===== src/rtl/and_gate.sv =====
// ============================================================================
// and_gate : registered bitwise AND with all/any/rise flags and a saturating
//            rise counter. Optional input synchronizers: AND_GATE_SYNC_EN.
// Revision : 1.0
// ============================================================================
`default_nettype none

module and_gate #(
  parameter int WIDTH = 1,
  parameter int CNT_W = 8
) (
  input  logic             clk,
  input  logic             rst_n,
  input  logic [WIDTH-1:0] A,
  input  logic [WIDTH-1:0] B,
  output logic [WIDTH-1:0] S,
  output logic             S_all,
  output logic             S_any,
  output logic             S_rise,
  output logic [CNT_W-1:0] CNT
);

  logic [WIDTH-1:0] a_src;
  logic [WIDTH-1:0] b_src;

`ifdef AND_GATE_SYNC_EN
  // Two-flop synchronizers; operands may be asynchronous to clk.
  logic [WIDTH-1:0] a_s1_q, a_s2_q, b_s1_q, b_s2_q;

  always_ff @(posedge clk or negedge rst_n) begin
    if (!rst_n) begin
      a_s1_q <= '0;
      a_s2_q <= '0;
      b_s1_q <= '0;
      b_s2_q <= '0;
    end else begin
      a_s1_q <= A;
      a_s2_q <= a_s1_q;
      b_s1_q <= B;
      b_s2_q <= b_s1_q;
    end
  end

  assign a_src = a_s2_q;
  assign b_src = b_s2_q;
`else
  assign a_src = A;
  assign b_src = B;
`endif

  logic [WIDTH-1:0] s_d, s_q;
  logic             all_d, all_q;
  logic             any_d, any_q;
  logic             rise_d, rise_q;
  logic [CNT_W-1:0] cnt_d, cnt_q;

  always_comb begin
    s_d    = a_src & b_src;
    all_d  = &s_d;
    any_d  = |s_d;
    rise_d = all_d & ~all_q;
    cnt_d  = cnt_q;
    // Count the pulse already on S_rise, holding at the all-ones ceiling.
    if (rise_q && (cnt_q != {CNT_W{1'b1}})) begin
      cnt_d = cnt_q + 1'b1;
    end
  end

  always_ff @(posedge clk or negedge rst_n) begin
    if (!rst_n) begin
      s_q    <= '0;
      all_q  <= 1'b0;
      any_q  <= 1'b0;
      rise_q <= 1'b0;
      cnt_q  <= '0;
    end else begin
      s_q    <= s_d;
      all_q  <= all_d;
      any_q  <= any_d;
      rise_q <= rise_d;
      cnt_q  <= cnt_d;
    end
  end

  assign S      = s_q;
  assign S_all  = all_q;
  assign S_any  = any_q;
  assign S_rise = rise_q;
  assign CNT    = cnt_q;

endmodule

`default_nettype wire


===== config.mk =====
export PLATFORM = sky130hd
export DESIGN_NAME = and_gate
export DESIGN_NICKNAME = d
export VERILOG_FILES = /design/src/rtl/and_gate.sv
export SDC_FILE = /design/constraint.sdc
export NUM_CORES = 1
export LEC_CHECK = 0
export CAP_MARGIN = 15
export CORE_AREA = 2 2 39 41
export CTS_CLUSTER_SIZE = 10
export DETAILED_ROUTE_END_ITERATION = 16
export DIE_AREA = 0 0 41 43
export PLACE_DENSITY = 0.65
export SYNTH_ARGS = -nofsm -noshare
export SYNTH_HDL_FRONTEND = slang
export SYNTH_SLANG_ARGS = --single-unit

===== constraint.sdc =====
create_clock -name clk -period 1.59 [get_ports clk]
set_input_delay 0.318 -clock clk [delete_from_list [all_inputs] [get_ports clk]]
set_output_delay 0.318 -clock clk [all_outputs]
set_load 0.05 [all_outputs]

==> results.cfg <==
[status]
status = completed

[grt]
grt_max_degree = 11
grt_overflow = 0
grt_pass1_vias = 336
grt_pass1_wl_mm = 1.34
antenna_found_initial = 0
grt_util_all_layers_pct = 11.4

[yosys]
synth_fa_ha_area_share_pct = 2.62
ys_async_sr_fraction_pct = 100
ys_seq_area_share_pct = 52.5
syn_area_um2 = 477
ys_ff_latch = 10
yosysWarnings = 0
synth_simple_gate_area_share_pct = 17.8
ys.flop_type = dfrtp_1
synth_xor_area_share_pct = 7.35
synth_compound_area_share_pct = 10.2
synthMuxAreaShare_pct = 5.51
synth_top_family_by_area = simple AND/OR/NAND/NOR gates
synth_fp_nets = 45
synth_top_area_share_pct = 52.5
synth.avg_cell_area_um2 = 11.9
ys_types = 22
yosys.area.top_type = dfrtp_1
synth_edf_count = 0
ys_top_cells_by_area = dfrtp_1 (52%), xnor2_1 (5.5%), nand3_1 (4.2%)
postSynthCellCount = 40

[route]
viasPerCell = 5.12
ant_nets = 0
drcViolationCount = 0
wl_um = 806
wl_per_cell_um = 10.9
first_iter_violations = 10
firstDrtPassIters = 4
vias = 379

[floorplanning]
die_area_um2 = 1760
die_h_um = 43
core_um2 = 1380
ios = 16
rows = 14
initial_core_util_pct = 34.4
die_w_um = 41

[place]
portBuffers = 15
gp_congestion = 0.728
post-place-ws_ps = 195

[pwr]
switching_power_mw = 0.541
p_int_mw = 0.796
p_per_area_nw_per_um2 = 1670
vdd_drop_max_v = 0.000842
clkPwrFrac_pct = 17.0
leakagePower_nw = 0.344
sw_frac_of_total_pct = 40.5
combPwrFrac_pct = 49.3
power_frac_seq_pct = 33.6

[sta]
setup_slack_ps = 191
fmax_mhz = 715
timing.setup.tns_ps = 0
rsz0062_at_grt = no
drv_slew = 0
fin_crit_ps = 1400
min_period_over_period_pct = 88.0
maxSlewHeadroom_pct = 70.3
worst-slew-pin-transition_ps = 445
fin_skew_ps = 2.48
setup_viol_count_final = 0
finalHoldViolCount = 0

[clock_tree]
h-tree-depth = 1
cts_buffer_depth = 2
cts_resized = 0
holdBufCountCts = 0
path_clk_slew_ps = 70
cts_setup_buffers = 0
cts_tree = built
cts.sinks = 10
clock_latency_ps = 270
cts_root_buf = clkbuf_4
cts_buffers = 3

[final_layout]
layout_commonest_cell = buf_12
layout_common_cells = buf_12 (12), dfrtp_1 (8), nand3_1 (4)
diodes = 0
nets = 64
nFillCells = 110
areaGrowthSynthToFinish_pct = 67.5
drive_gt1_share_pct = 37.9

[worst_setup_path]
required_ps = 1740
start_kind = flop
arrival_ps = 1550
worstPathMaxFanout = 4
crit_type = reg2reg
crit_path_end_kind = flop

[min_path]
min_path_type = in2async

[job]
max_cap_viol_count = 0
==> synth_stat cells, types with 2 or more instances <==
cell     number
nand3_1       4
xnor2_1       3
and2_1        3
buf_4         2
dfrtp_1      10
a21oi_1       2
==> critical path: stages, from the launching register on <==
cell	delay (ps)
dfrtp_2	410
ha_1	200
nand3_1	140
o21ai_2	190
mux2_1	340
==> routing by layer <==
metal | share of wire (%) | vias to the layer above | track usage, %
met4 | 3.0 | 0 | 6.00
met3 | 9.8 | 5 | 5.24
met1 | 40 | 177 | 15.2
li1 | - | 180 | -
met2 | 47 | 17 | 15.0
met5 | 0 | - | 0
==> registers in the layout, indices dropped and copies added, names as in the netlist <==
register	cells
S_rise	1
CNT	8
S_all	1
==> path summary, 6_finish.rpt <==
check / startpoint / endpoint / slack, ps / depth (start not counted)
worst max-delay path: CNT[0] / CNT[1] / 190 / 4
worst min-delay path: rst_n / CNT[7] / 360 / 1
worst max register to register: CNT[0] / CNT[1] / 190 / 4
worst min register to register: CNT[0] / CNT[0] / 540 / 1
max in group asynchronous: rst_n / CNT[0] / 900 / 1
min in group clk: CNT[0] / CNT[0] / 540 / 1
==> power groups by stage <==
stage          logic, mW  registers (mW)  clock network, mW
3_5_place_dp       0.664           0.456                  0
4_1_cts            0.666           0.451              0.230
2_1_floorplan      0.113           0.642                  0
3_3_place_gp       0.661           0.453                  0
6_report           0.660           0.449              0.228
5_1_grt            0.685           0.464              0.244
==> cell type report <==
class                           instances  area (um^2)  share of cell area (%)
Timing Repair Buffer                   16          278                    34.8
Sequential cell                        10          253                    31.7
Multi-Input combinational cell         27          208                    26.0
Clock buffer                            4         36.3                    4.55
Tap cell                               16         20.0                    2.51
Inverter                                1         3.75                   0.470
==> through the flow <==
stage	hold slack [ps]	cell area (um^2)	utilization [%]	instances	total power, mW
2_1_floorplan	22.4	479	-	40	0.754
3_3_place_gp	527	762	55.1	70	1.11
5_1_grt	394	798	57.7	74	1.39
3_5_place_dp	528	762	55.1	70	1.12
4_1_cts	377	798	57.7	74	1.35
6_report	359	798	57.7	74	1.34
==> logic make-up after synthesis <==
| logic type | Yosys count |
|---|---|
| simple gates | 13 |
| flops | 10 |
| compound gates | 7 |
| xor+xnor | 4 |
| buf+inv | 3 |
| mux | 2 |
| fa+ha+maj | 1 |
Power figures use the tool's default switching activity.
